[src/rtl/m_unit_pkg.sv]
// Shared definitions for the M-extension controller: FSM states, RV32M funct3
// codes, datapath mux encodings and op-class helpers.
package m_unit_pkg;

    typedef enum logic [2:0] {
        IDLE,
        LOAD,
        MUL_OPS,
        MUL_WAIT,
        MUL_WB,
        DIV_STEP,
        DONE
    } state_t;

    localparam logic [2:0] F3_MUL    = 3'b000;
    localparam logic [2:0] F3_MULH   = 3'b001;
    localparam logic [2:0] F3_MULHSU = 3'b010;
    localparam logic [2:0] F3_MULHU  = 3'b011;
    localparam logic [2:0] F3_DIV    = 3'b100;
    localparam logic [2:0] F3_DIVU   = 3'b101;
    localparam logic [2:0] F3_REM    = 3'b110;
    localparam logic [2:0] F3_REMU   = 3'b111;

    localparam int CNT_W = 5;

    localparam int MUX_MULTA_W = 2;
    localparam int MUX_MULTB_W = 2;
    localparam int MUX_R_W     = 3;
    localparam int MUX_D_W     = 2;
    localparam int MUX_Z_W     = 2;

    localparam logic [MUX_MULTA_W-1:0] MULTA_ZERO     = 2'd0;
    localparam logic [MUX_MULTA_W-1:0] MULTA_UNSIGNED = 2'd1;
    localparam logic [MUX_MULTA_W-1:0] MULTA_SIGNED   = 2'd2;

    localparam logic [MUX_MULTB_W-1:0] MULTB_ZERO     = 2'd0;
    localparam logic [MUX_MULTB_W-1:0] MULTB_UNSIGNED = 2'd1;
    localparam logic [MUX_MULTB_W-1:0] MULTB_SIGNED   = 2'd2;

    localparam logic [MUX_R_W-1:0] R_KEEP       = 3'd0;
    localparam logic [MUX_R_W-1:0] R_A          = 3'd1;
    localparam logic [MUX_R_W-1:0] R_A_NEG      = 3'd2;
    localparam logic [MUX_R_W-1:0] R_MULT_LOWER = 3'd3;
    localparam logic [MUX_R_W-1:0] R_SUB_KEEP   = 3'd4;

    localparam logic [MUX_D_W-1:0] D_KEEP  = 2'd0;
    localparam logic [MUX_D_W-1:0] D_B     = 2'd1;
    localparam logic [MUX_D_W-1:0] D_B_NEG = 2'd2;
    localparam logic [MUX_D_W-1:0] D_SHR   = 2'd3;

    localparam logic [MUX_Z_W-1:0] Z_KEEP       = 2'd0;
    localparam logic [MUX_Z_W-1:0] Z_ZERO       = 2'd1;
    localparam logic [MUX_Z_W-1:0] Z_MULT_UPPER = 2'd2;
    localparam logic [MUX_Z_W-1:0] Z_SHL_ADD    = 2'd3;

    function automatic logic is_div(input logic [2:0] f3);
        return f3[2];
    endfunction

    // For divides "signed" covers both operands (DIV/REM have funct3[0]=0).
    function automatic logic is_signed_a(input logic [2:0] f3);
        return f3[2] ? ~f3[0] : (f3 == F3_MULH || f3 == F3_MULHSU);
    endfunction

    function automatic logic is_signed_b(input logic [2:0] f3);
        return f3[2] ? ~f3[0] : (f3 == F3_MULH);
    endfunction

endpackage

[src/rtl/m_iter_counter.sv]
// Loadable down-counter used both for the multiplier wait and the divide steps.
module m_iter_counter
    import m_unit_pkg::*;
(
    input  logic             clk,
    input  logic             rst,
    input  logic             load,
    input  logic             en,
    input  logic [CNT_W-1:0] load_val,
    output logic [CNT_W-1:0] cnt,
    output logic             last
);

    always_ff @(posedge clk or posedge rst) begin
        if (rst) begin
            cnt <= '0;
        end else if (load) begin
            cnt <= load_val;
        end else if (en && cnt != '0) begin
            cnt <= cnt - 1'b1;
        end
    end

    assign last = (cnt == '0);

endmodule

[src/rtl/m_unit_controller.sv]
// Sequencing FSM for the M-extension register block: drives the R/D/Z and
// multiplier operand selects per cycle and flags completion to writeback.
module m_unit_controller
    import m_unit_pkg::*;
#(
    parameter int MUL_LATENCY = 1,
    parameter int DIV_STEPS   = 32
) (
    input  logic                   clk,
    input  logic                   resetn,
    input  logic                   start,
    input  logic [2:0]             funct3,
    input  logic                   rs1_msb,
    input  logic                   rs2_msb,
    input  logic                   rs2_zero,
    input  logic                   flush,
    input  logic                   sub_neg,
    output logic                   ready,
    output logic                   busy,
    output logic                   done,
    output logic                   result_sel,
    output logic                   result_neg,
    output logic [MUX_MULTA_W-1:0] mux_multA,
    output logic [MUX_MULTB_W-1:0] mux_multB,
    output logic [MUX_R_W-1:0]     mux_R,
    output logic [MUX_D_W-1:0]     mux_D,
    output logic [MUX_Z_W-1:0]     mux_Z,
    output logic [2:0]             dbg_state
);

    state_t           state, next_state;
    logic [2:0]       op_q;
    logic             s1_q, s2_q, zero_q;
    logic             accept;
    logic             cnt_last;
    logic [CNT_W-1:0] iter_cnt;
    logic             unused;

    // The borrow is consumed inside the datapath's SUB_KEEP mux, not here.
    assign unused = ^{sub_neg, iter_cnt};

    assign ready     = (state == IDLE);
    assign busy      = ~ready;
    assign accept    = ready & start & ~flush;
    assign dbg_state = state;

    m_iter_counter u_iter_counter (
        .clk      (clk),
        .rst      (resetn),
        .load     (state == LOAD),
        .en       (state == MUL_WAIT || state == DIV_STEP),
        .load_val (is_div(op_q) ? CNT_W'(DIV_STEPS - 1) : CNT_W'(MUL_LATENCY - 1)),
        .cnt      (iter_cnt),
        .last     (cnt_last)
    );

    always_ff @(posedge clk or posedge resetn) begin
        if (resetn) begin
            state  <= IDLE;
            op_q   <= F3_MUL;
            s1_q   <= 1'b0;
            s2_q   <= 1'b0;
            zero_q <= 1'b0;
        end else begin
            state <= next_state;
            if (accept) begin
                op_q   <= funct3;
                s1_q   <= is_div(funct3) & is_signed_a(funct3) & rs1_msb;
                s2_q   <= is_div(funct3) & is_signed_b(funct3) & rs2_msb;
                zero_q <= rs2_zero;
            end
        end
    end

    always_comb begin
        next_state = state;
        case (state)
            IDLE:     if (accept) next_state = LOAD;
            LOAD:     next_state = is_div(op_q) ? DIV_STEP : MUL_OPS;
            MUL_OPS:  next_state = MUL_WAIT;
            MUL_WAIT: if (cnt_last) next_state = MUL_WB;
            MUL_WB:   next_state = DONE;
            DIV_STEP: if (cnt_last) next_state = DONE;
            DONE:     next_state = IDLE;
            default:  next_state = IDLE;
        endcase
        if (flush && state != IDLE) next_state = IDLE;
    end

    // Flags are registered on entry to DONE so they line up with the done pulse.
    always_ff @(posedge clk or posedge resetn) begin
        if (resetn) begin
            done       <= 1'b0;
            result_sel <= 1'b0;
            result_neg <= 1'b0;
        end else begin
            done       <= (next_state == DONE);
            result_sel <= 1'b0;
            result_neg <= 1'b0;
            if (next_state == DONE) begin
                result_sel <= (op_q == F3_MUL) || (op_q == F3_REM) || (op_q == F3_REMU);
                if (op_q == F3_DIV) result_neg <= (s1_q ^ s2_q) & ~zero_q;
                if (op_q == F3_REM) result_neg <= s1_q;
            end
        end
    end

    always_comb begin
        mux_multA = MULTA_ZERO;
        mux_multB = MULTB_ZERO;
        mux_R     = R_KEEP;
        mux_D     = D_KEEP;
        mux_Z     = Z_KEEP;
        if (!flush) begin
            case (state)
                LOAD: begin
                    if (is_div(op_q)) begin
                        mux_R = s1_q ? R_A_NEG : R_A;
                        mux_D = s2_q ? D_B_NEG : D_B;
                        mux_Z = Z_ZERO;
                    end else begin
                        mux_R = R_A;
                        mux_D = D_B;
                    end
                end
                MUL_OPS, MUL_WAIT, MUL_WB: begin
                    mux_multA = is_signed_a(op_q) ? MULTA_SIGNED : MULTA_UNSIGNED;
                    mux_multB = is_signed_b(op_q) ? MULTB_SIGNED : MULTB_UNSIGNED;
                    if (state == MUL_WB) begin
                        mux_R = R_MULT_LOWER;
                        mux_Z = Z_MULT_UPPER;
                    end
                end
                DIV_STEP: begin
                    mux_R = R_SUB_KEEP;
                    mux_Z = Z_SHL_ADD;
                    mux_D = D_SHR;
                end
                default: ;
            endcase
        end
    end

endmodule

[config.mk]
export PLATFORM = sky130hd
export DESIGN_NAME = m_unit_controller
export DESIGN_NICKNAME = d
export VERILOG_FILES = /design/src/rtl/m_unit_pkg.sv /design/src/rtl/m_iter_counter.sv /design/src/rtl/m_unit_controller.sv
export SDC_FILE = /design/constraint.sdc
export NUM_CORES = 1
export LEC_CHECK = 0
export ABC_AREA = 0
export CELL_PAD_IN_SITES_DETAIL_PLACEMENT = 1
export CELL_PAD_IN_SITES_GLOBAL_PLACEMENT = 1
export CORE_MARGIN = 5
export CORE_UTILIZATION = 38
export DETAILED_ROUTE_END_ITERATION = 10
export PLACE_DENSITY_LB_ADDON = 0.1
export SETUP_SLACK_MARGIN = 0.2
export SYNTH_ARGS = -nofsm -noshare
export SYNTH_HDL_FRONTEND = slang
export SYNTH_HIERARCHICAL = 1
export SYNTH_SLANG_ARGS = --single-unit
[constraint.sdc]
create_clock -name clk -period 6.39 [get_ports clk]
set_clock_uncertainty 0.1 [all_clocks]
set_input_delay 1.278 -clock clk [delete_from_list [all_inputs] [get_ports clk]]
set_output_delay 1.278 -clock clk [all_outputs]
set_load 0.005 [all_outputs]
---- Word level (Yosys, flattened, before mapping) ----
Index checks and enable logic that the tools add are counted.
cells by class
  add/subtract/negate cells ............... 1
  reductions and logical operators ........ 14
  equal/unequal tests ..................... 13
  mux-type cells .......................... 36
  bitwise logic cells ..................... 13
operators with widths
  operator               count
  $mux W2                14
  $eq A3 B3 Y1 const B   6
  $mux W3                6
  $pmux W3 S6            1
  $mux W5                3
  $eq A3 B2 Y1 const B   4
  $eq A3 B1 Y1 const B   3
  $mux W1                9
  $pmux W3 S3            1
  $and A1 B1 Y1          7
  $logic_not A3 Y1       2
  $pmux W2 S3            1
  $logic_not A5 Y1       1
  $logic_or A1 B1 Y1     5
  $not A1 Y1             5
  $reduce_bool A5 Y1     1
  $sub A5 B1 Y5 const B  1
  $pmux W2 S2            1
  $reduce_bool A3 Y1     1
  $reduce_or A3 Y1       1
  $logic_and A1 B1 Y1    2
  $reduce_bool A2 Y1     1
  $xor A1 B1 Y1          1
word-level totals
  logic and storage cells ................. 86
  register bits ........................... 17

---- Longest topological paths before layout ----
Gate-level depths: netlist (run 1).
  word-level depth ........................ 8
  depth in mapped cells ................... 8
  depth with buffers taken out ............ 8

---- Modules after synthesis ----
The synthesis (run 1) kept the hierarchy.
by module, submodules not included
  module             area each (um2)  times used  cells an instance
  m_unit_controller  805.8            1           89
  m_iter_counter     302.8            1           33

---- Worst setup path after synthesis (run 1) ----
Ideal clock, no wire load.
  kind .................................... input to output
  start ................................... input flush
  end ..................................... output mux_D[0]
  data arrival time ....................... 1.788 ns
  buffers on the path ..................... 1
  stages on the path ...................... 3
  setup slack ............................. 3.224 ns
  cell sequence ........................... buf_6 -> or2_4 -> a21oi_1
between the ends
  word-level cells in the longest chain between the ends .. 1
RTL lines
  what             line                      text
  start, declared  m_unit_controller.sv:16   input logic flush,
  $mux W2          m_unit_controller.sv:114  if (!flush) begin
  end, declared    m_unit_controller.sv:26   output logic [MUX_D_W-1:0] mux_D,
Every way passes these cells.

---- Final worst setup path (run 1) ----
Same ends and word-level chain as after synthesis.

==> results of run 1 <==
[state kept, by name, summed over array words and instances, names as in the netlist]
register	flops
u_iter_counter/cnt	5
dbg_state	3
op_q	3
done	1
result_neg	1
result_sel	1
s1_q	1
s2_q	1
zero_q	1
[layout by cell type (no fill, tap or decap), types with 3 or more instances in the layout]
master,instances
nor3_1,3
mux2_4,4
nor2b_1,5
inv_1,8
clkdlybuf4s50_1,28
a21oi_1,14
dfrtp_1,17
clkbuf_4,3
nand2_1,12
nor2_1,11
o21ai_0,6
[area by class of cell]
type	count	share of cell area, %
clock buffers	3	1.599
clock inverters	1	0.3552
inverters	9	2.398
multi-input cells	90	42.81
flip-flops and latches	17	30.20
well taps	31	2.753
repair buffers	28	19.89
[power by group]
| group | total (W) | internal [W] | switching [W] | leakage, nW |
|---|---|---|---|---|
| Clock | 0.0000609 | 0.0000233 | 0.0000376 | 0.0177 |
| Combinational | 0.000314 | 0.000178 | 0.000136 | 0.364 |
| Sequential | 0.000228 | 0.000149 | 0.0000788 | 0.214 |
| Total | 0.000603 | 0.000350 | 0.000253 | 0.597 |
[routing by layer]
metal | track usage (%) | vias to the layer above | part of all wire [%] | routed length (µm)
met2 | 24.37 | 16 | 49 | 1369
met4 | 4.675 | 0 | 0.97 | 27
met3 | 3.152 | 2 | 4.1 | 114
li1 | - | 476 | - | -
met5 | 0 | - | 0 | 0
met1 | 17.44 | 462 | 45 | 1259
[metrics by stage]
stage	total power (W)	setup WS, ns	instance area [µm²]
after detailed placement	0.0005494	2.101	1381
after floorplan	0.0004326	3.224	1109
after CTS	0.0006108	2.100	1409
after global routing	0.0006486	2.025	1409
final	0.0006029	2.119	1409
after global placement	0.0005320	2.089	1381
[cells by family after synthesis]
| kind of cell | synth area share [%] |
|---|---|
| AND/OR/NAND/NOR | 26.52 |
| multiplexers | 7.224 |
| buffers and inverters | 7.222 |
| AO/OA/AOI/OAI | 18.74 |
| flip-flops | 38.37 |
| XOR/XNOR | 0.7902 |
| adder cells (fa/ha/maj) | 1.128 |
[critical path, stage by stage]
cell	delay, ns
clkdlybuf4s50_1	0.60
or2_4	0.36
a21oi_1	0.13
clkdlybuf4s50_1	0.52
[worst max path at each step]
stage | end | slack (ns) | depth (start not counted)
2_1_floorplan | mux_D[0] | 3.22 | 3
3_3_place_gp | mux_D[0] | 2.09 | 4
3_5_place_dp | mux_D[0] | 2.10 | 4
4_1_cts | mux_D[0] | 2.10 | 4
5_1_grt | mux_D[0] | 2.02 | 4
6_report | mux_D[0] | 2.12 | 4
==> impl_metrics.json, run 1 <==
{
  "outcome": "finished clean",
  "avgSynthCellArea_um2": 9.087,
  "die_area_um2": 4097,
  "synth-edff-count": 0,
  "drc": 0,
  "clkTransAtPathRegs_ns": 0.11,
  "drt_iter0_markers": 24,
  "whs_ns": 0.4515,
  "holdPathStages": 1,
  "leakagePower_nw": 0.5966,
  "num_io_pins": 30,
  "seq_area_um2": 425.4,
  "clock_sinks": 17,
  "min_from": "zero_q$_DFFE_PP0P_",
  "worst_ir_drop_vdd_v": 0.0002950,
  "hold_end": "zero_q$_DFFE_PP0P_",
  "drt_pass1_iterations": 4,
  "die_w_um": 64.01,
  "yosysSeqAreaShare_pct": 38.37,
  "clock_latency_ns": 0.29,
  "netlist_area_um2": 1109,
  "hold_violations": 0,
  "syn2layout_area_growth_pct": 27.09,
  "ctsResizeCount": 0,
  "fin_crit_sh_pct": 66.84,
  "slew_headroom_pct": 58.44,
  "setup_tns_ns": 0,
  "die_h_um": 64.01,
  "wirelength_um": 2770,
  "clk_path_buf_depth": 2,
  "grt_use_total_pct": 14.19,
  "worstSetupPathType": "in -> out",
  "dp_hpwl_um": 2179,
  "start_util_pct": 39.86,
  "antenna_found_initial": 0,
  "grt_pass1_vias": 991,
  "synth_ff_type": "dfrtp_1",
  "timing.rr.end": "u_iter_counter/cnt[3]$_DFFE_PP0P_",
  "core-area_um2": 2781,
  "wl_per_cell_um": 15.47,
  "fill_cells": 325,
  "async_flop_share_pct": 100.0,
  "syn_nets": 134,
  "vias": 956,
  "gp_congestion": 0.7698,
  "htree_levels": 1,
  "ant_nets": 0,
  "cp-startpoint": "flush",
  "cts_tree": "done",
  "hp-class": "reg -> reg",
  "yosys-top-cells-area": "dfrtp_1 38%, a21oi_1 6.3%, mux2_4 5.4%",
  "power_density_nw_per_um2": 427.9,
  "netlist_instances": 122,
  "rrSetupSlack_ns": 3.86,
  "cts_setup_buffers": 0,
  "timing.rr.start": "dbg_state[2]$_DFF_PP0_",
  "worst_pin_slew_ns": 0.6179,
  "drv_cap": 0,
  "yosysTopAreaCell": "dfrtp_1",
  "setup_viol": 0,
  "io_buffers": 28,
  "required_ns": 5.01,
  "fin_nets": 161,
  "cts_root_buf": "clkbuf_4",
  "synth.most_common_cell": "dfrtp_1",
  "critPathMaxFanout": 9,
  "grt_max_degree": 16,
  "cts_made_buffers": 3,
  "startpoint_type": "input pin",
  "ys_warn_count": 6,
  "period_needed_ns": 4.271,
  "worstSetupEndpointType": "primary output",
  "overflow": 0,
  "final_layout_size_suffix_gt1_share_pct": 14.19,
  "slew_violations": 0,
  "synth_cell_types": 41,
  "arrival_ns": 2.89,
  "ys_ff_latch": 17,
  "rsz0062_at_grt": "false",
  "grt_pass1_wl_um": 4657,
  "multi_input_area_um2": 603.1,
  "hold_buffers": 0,
  "vias_per_cell": 5.341,
  "layout.cells.non_filler": 179,
  "place_inst": 175,
  "synth_commonest_cells": "17 x dfrtp_1, 14 x a21oi_1, 12 x nand2_1",
  "post-route-util_pct": 50.65,
  "yosys.area.top_type_share_pct": 38.37,
  "antennaDiodeCount": 0,
  "r2r_cells": 6,
  "fmax_ghz": 0.2341,
  "rows": 19
}
Power figures use the tool's default switching activity.
==> run 2, diff against run 1 <==
Settings changed: CORE_UTILIZATION 38 to 35.
Clock period 6.39 ns to 4.3 ns, I/O delays scaled along.
==> run 2 against run 1 <==
Against the previous run:
- worst setup slack lost 1.3 ns
- worst hold slack got worse by 0.025 ns
- cell area increased by 1.2%
- total power is 49% higher
- non-clock buffer count unchanged
- critical path depth stayed put
- routed wire length rose by 2.4%
==> impl_metrics.json, run 2 (synthesis results as in run 1) <==
{
  "clock_sinks": 17,
  "fin_nets": 161,
  "num_io_pins": 30,
  "vias_per_cell": 5.000,
  "worstSetupEndpointType": "primary output",
  "clock_latency_ns": 0.29,
  "die_w_um": 66.28,
  "fill_cells": 373,
  "rrSetupSlack_ns": 1.73,
  "cts_made_buffers": 3,
  "final_layout_size_suffix_gt1_share_pct": 14.19,
  "ant_nets": 0,
  "antennaDiodeCount": 0,
  "rows": 20,
  "cts_setup_buffers": 0,
  "overflow": 0,
  "grt_max_degree": 16,
  "arrival_ns": 2.49,
  "hold_end": "zero_q$_DFFE_PP0P_",
  "worst_pin_slew_ns": 0.6279,
  "required_ns": 3.34,
  "slew_headroom_pct": 57.98,
  "hp-class": "reg -> reg",
  "fmax_ghz": 0.2895,
  "cts_tree": "done",
  "core-area_um2": 3053,
  "min_from": "zero_q$_DFFE_PP0P_",
  "startpoint_type": "input pin",
  "wl_per_cell_um": 14.77,
  "final_common_cell": "clkdlybuf4s50_1",
  "die_h_um": 66.28,
  "setup_tns_ns": 0,
  "antenna_found_initial": 0,
  "htree_levels": 1,
  "timing.rr.end": "u_iter_counter/cnt[3]$_DFFE_PP0P_",
  "die_area_um2": 4393,
  "power.total_w": 0.0008974,
  "clkTransAtPathRegs_ns": 0.10,
  "worstSetupPathType": "in -> out",
  "dpl_worst_slack_ns": 0.8550,
  "period_needed_ns": 3.454,
  "critPathMaxFanout": 9,
  "slew_violations": 0,
  "vias": 960,
  "final_cell_mix": "28 x clkdlybuf4s50_1, 17 x dfrtp_1, 14 x a21oi_1",
  "clk_path_buf_depth": 2,
  "power_density_nw_per_um2": 629.7,
  "timing.rr.start": "dbg_state[2]$_DFF_PP0_",
  "syn2layout_area_growth_pct": 28.56,
  "hold_violations": 0,
  "holdPathStages": 1,
  "io_buffers": 28,
  "hold_buffers": 0,
  "worst_ir_drop_vdd_v": 0.0002504,
  "drv_cap": 0,
  "setup_viol": 0,
  "start_util_pct": 36.31,
  "leakagePower_nw": 0.5966,
  "setup_ws_ns": 0.8464,
  "wirelength_um": 2836,
  "drt_pass1_iterations": 4,
  "dp_hpwl_um": 2233,
  "grt_pass1_vias": 1025,
  "drt_iter0_markers": 65,
  "rsz0062_at_grt": "false",
  "r2r_cells": 6,
  "largest_register": "u_iter_counter/cnt",
  "drc": 0,
  "largest_reg_flops": 5,
  "ctsResizeCount": 0,
  "grt_pass1_wl_um": 4643,
  "fin_crit_sh_pct": 80.32,
  "grt_use_total_pct": 13.87,
  "cts_root_buf": "clkbuf_4",
  "outcome": "finished clean",
  "gp_congestion": 0.7268,
  "whs_ns": 0.4261
}
run 2: cell counts in the layout (fill, tap and decap cells not counted):
Identical to the previous run, type by type.
run 2: worst max path at each step:
stage,slack [ns],startpoint,depth (start not counted),end
2_1_floorplan,1.97,flush,3,mux_D[0]
3_3_place_gp,0.88,flush,4,mux_Z[0]
3_5_place_dp,0.85,flush,4,mux_Z[0]
4_1_cts,0.86,flush,4,mux_Z[0]
5_1_grt,0.79,flush,4,mux_Z[0]
6_report,0.85,flush,4,mux_Z[0]
run 2: final cells by class:
cell class	count	area (µm²)	area share [%]
flip-flops and latches	17	425.4	29.85
multi-input cells	90	603.1	42.32
inverters	9	33.78	2.370
clock buffers	3	22.52	1.580
clock inverters	1	5.005	0.3512
repair buffers	28	280.3	19.67
well taps	44	55.05	3.863
run 2: report_power, final:
group	internal, W	switching (W)	leakage [nW]
clock network	0.0000346	0.0000530	0.0177
registers	0.000221	0.000119	0.214
logic	0.000266	0.000204	0.364
run 2: per-layer routing:
layer / vias to the layer above / global-route usage [%] / wire, µm
met4: 0 / 3.046 / 12
met3: 2 / 4.592 / 113
met1: 466 / 15.53 / 1287
met2: 18 / 25.15 / 1424
li1: 474 / - / -
met5: - / 0 / 0
run 2: through the flow:
step	instances	utilization, %	instance area (µm²)
after floorplan	122	-	1109
after global placement	188	45.78	1398
after detailed placement	188	45.78	1398
after CTS	192	46.68	1425
after global routing	192	46.68	1425
final	192	46.68	1425
run 2: worst max-delay path, stage by stage:
cell	delay (ns)
clkdlybuf4s50_1	0.59
or2_4	0.36
a21oi_2	0.15
clkdlybuf4s50_1	0.53
==> run 3, diff against run 2 <==
Clock period 4.3 ns to 3.2 ns, I/O delays scaled along.
==> run 3 against run 2 <==
Against the previous run:
- utilization rose by 0.94 points
- worst setup slack got worse by 0.51 ns
- global-route usage rose by 1.1 points
- routed wire length rose by 2.8%
- combinational power rose by 45%
- largest power group unchanged
- highest routed layer unchanged
==> impl_metrics.json, run 3 (synthesis results as in run 1) <==
{
  "outcome": "finished clean",
  "final_layout_size_suffix_gt1_share_pct": 15.79,
  "cts_tree": "done",
  "fin_crit_sh_pct": 89.57,
  "clock_sinks": 17,
  "rows": 20,
  "min_from": "zero_q$_DFFE_PP0P_",
  "ctsResizeCount": 0,
  "core-area_um2": 3053,
  "hp-class": "reg -> reg",
  "grt_pass1_wl_um": 4933,
  "clock_latency_ns": 0.29,
  "timing.rr.start": "dbg_state[1]$_DFF_PP0_",
  "largest_register": "u_iter_counter/cnt",
  "setup_tns_ns": 0,
  "fmax_ghz": 0.3489,
  "leakagePower_nw": 0.6143,
  "largest_reg_flops": 5,
  "worstSetupPathType": "in -> out",
  "required_ns": 2.46,
  "p_sw_w": 0.0005122,
  "startpoint_type": "input pin",
  "setup_viol": 0,
  "start_util_pct": 36.31,
  "grt_use_total_pct": 14.92,
  "ant_nets": 0,
  "worstSetupEndpointType": "primary output",
  "p_seq_share_pct": 35.3,
  "clkTransAtPathRegs_ns": 0.09,
  "power_frac_comb_pct": 55.2,
  "worst_ir_drop_vdd_v": 0.0004067,
  "antenna_found_initial": 0,
  "slew_headroom_pct": 59.64,
  "cts_root_buf": "clkbuf_4",
  "io_buffers": 28,
  "arrival_ns": 2.13,
  "use_met2_pct": 27.01,
  "drc": 0,
  "critPathMaxFanout": 6,
  "wl_per_cell_um": 14.88,
  "overflow": 0,
  "antennaDiodeCount": 0,
  "drt_pass1_iterations": 4,
  "hold_buffers": 0,
  "r2r_cells": 6,
  "dp_hpwl_um": 2332,
  "vias": 981,
  "die_w_um": 66.28,
  "wirelength_um": 2916,
  "timing.rr.end": "u_iter_counter/cnt[3]$_DFFE_PP0P_",
  "die_area_um2": 4393,
  "hold_violations": 0,
  "gp_congestion": 0.7721,
  "fin_nets": 165,
  "use_met1_pct": 16.96,
  "num_io_pins": 30,
  "cts_setup_buffers": 0,
  "syn2layout_area_growth_pct": 31.15,
  "use_met3_pct": 4.762,
  "clk_path_buf_depth": 2,
  "swShare_pct": 41.60,
  "rrSetupSlack_ns": 0.82,
  "rsz0062_at_grt": "false",
  "grt_pass1_vias": 1044,
  "worst_pin_slew_ns": 0.6032,
  "period_needed_ns": 2.866,
  "cts_made_buffers": 3,
  "hold_end": "zero_q$_DFFE_PP0P_",
  "dpl_worst_slack_ns": 0.3183,
  "final_common_cell": "clkdlybuf4s50_1",
  "busiest_layer": "met2",
  "p_clk_share_pct": 9.5,
  "drt_iter0_markers": 41,
  "holdPathStages": 1,
  "vias_per_cell": 5.005,
  "htree_levels": 1,
  "die_h_um": 66.28,
  "final_cell_mix": "28 x clkdlybuf4s50_1, 17 x dfrtp_1, 14 x a21oi_1",
  "setup_ws_ns": 0.3339,
  "p_int_w": 0.0007192,
  "power_density_nw_per_um2": 846.9,
  "slew_violations": 0,
  "grt_max_degree": 15,
  "drv_cap": 0
}
## run 3: worst max-delay path by stage
| stage | to | slack [ns] | from | depth (start not counted) |
|---|---|---|---|---|
| final | mux_Z[0] | 0.33 | flush | 4 |
| after global routing | mux_R[1] | 0.26 | op_q[2]$_DFFE_PP0P_ | 5 |
| after CTS | mux_Z[0] | 0.32 | flush | 4 |
| after detailed placement | mux_Z[0] | 0.32 | flush | 4 |
| after global placement | mux_Z[0] | 0.33 | flush | 4 |
| after floorplan | u_iter_counter/cnt[3]$_DFFE_PP0P_ | 1.01 | dbg_state[1]$_DFF_PP0_ | 6 |
## run 3: power by group through the flow
stage	Sequential [W]	Clock [W]	Combinational, W
6_report	0.000435	0.000116	0.000680
3_3_place_gp	0.000434	0	0.000660
5_1_grt	0.000452	0.000135	0.000752
3_5_place_dp	0.000439	0	0.000688
2_1_floorplan	0.000377	0	0.000486
4_1_cts	0.000433	0.000123	0.000693
## run 3: critical path, stage by stage
cell             delay (ns)
clkdlybuf4s50_1        0.50
or2_4                  0.32
a21oi_2                0.14
clkdlybuf4s50_1        0.52
## run 3: layer usage
metal,part of all wire (%),routed length [µm]
met1,43,1261
met2,53,1536
met3,3.6,105
met4,0.41,12
met5,0,0
## run 3: final cells by class
| type | count | area, µm² |
|---|---|---|
| Timing Repair Buffer | 32 | 310.3 |
| Fill cell | 373 | 1599 |
| Tap cell | 44 | 55.05 |
| Sequential cell | 17 | 425.4 |
| Multi-Input combinational cell | 90 | 603.1 |
| Inverter | 9 | 33.78 |
| Clock buffer | 4 | 26.28 |
## run 3: metrics by stage
stage / hold WS [ns] / utilization, % / cells / cell area, µm² / total power [W]
after floorplan: 0.3185 / - / 122 / 1109 / 0.0008638
after global placement: 0.4049 / 46.76 / 192 / 1428 / 0.001094
after detailed placement: 0.4150 / 46.76 / 192 / 1428 / 0.001127
after CTS: 0.4334 / 47.62 / 196 / 1454 / 0.001249
after global routing: 0.4483 / 47.62 / 196 / 1454 / 0.001338
final: 0.4377 / 47.62 / 196 / 1454 / 0.001231
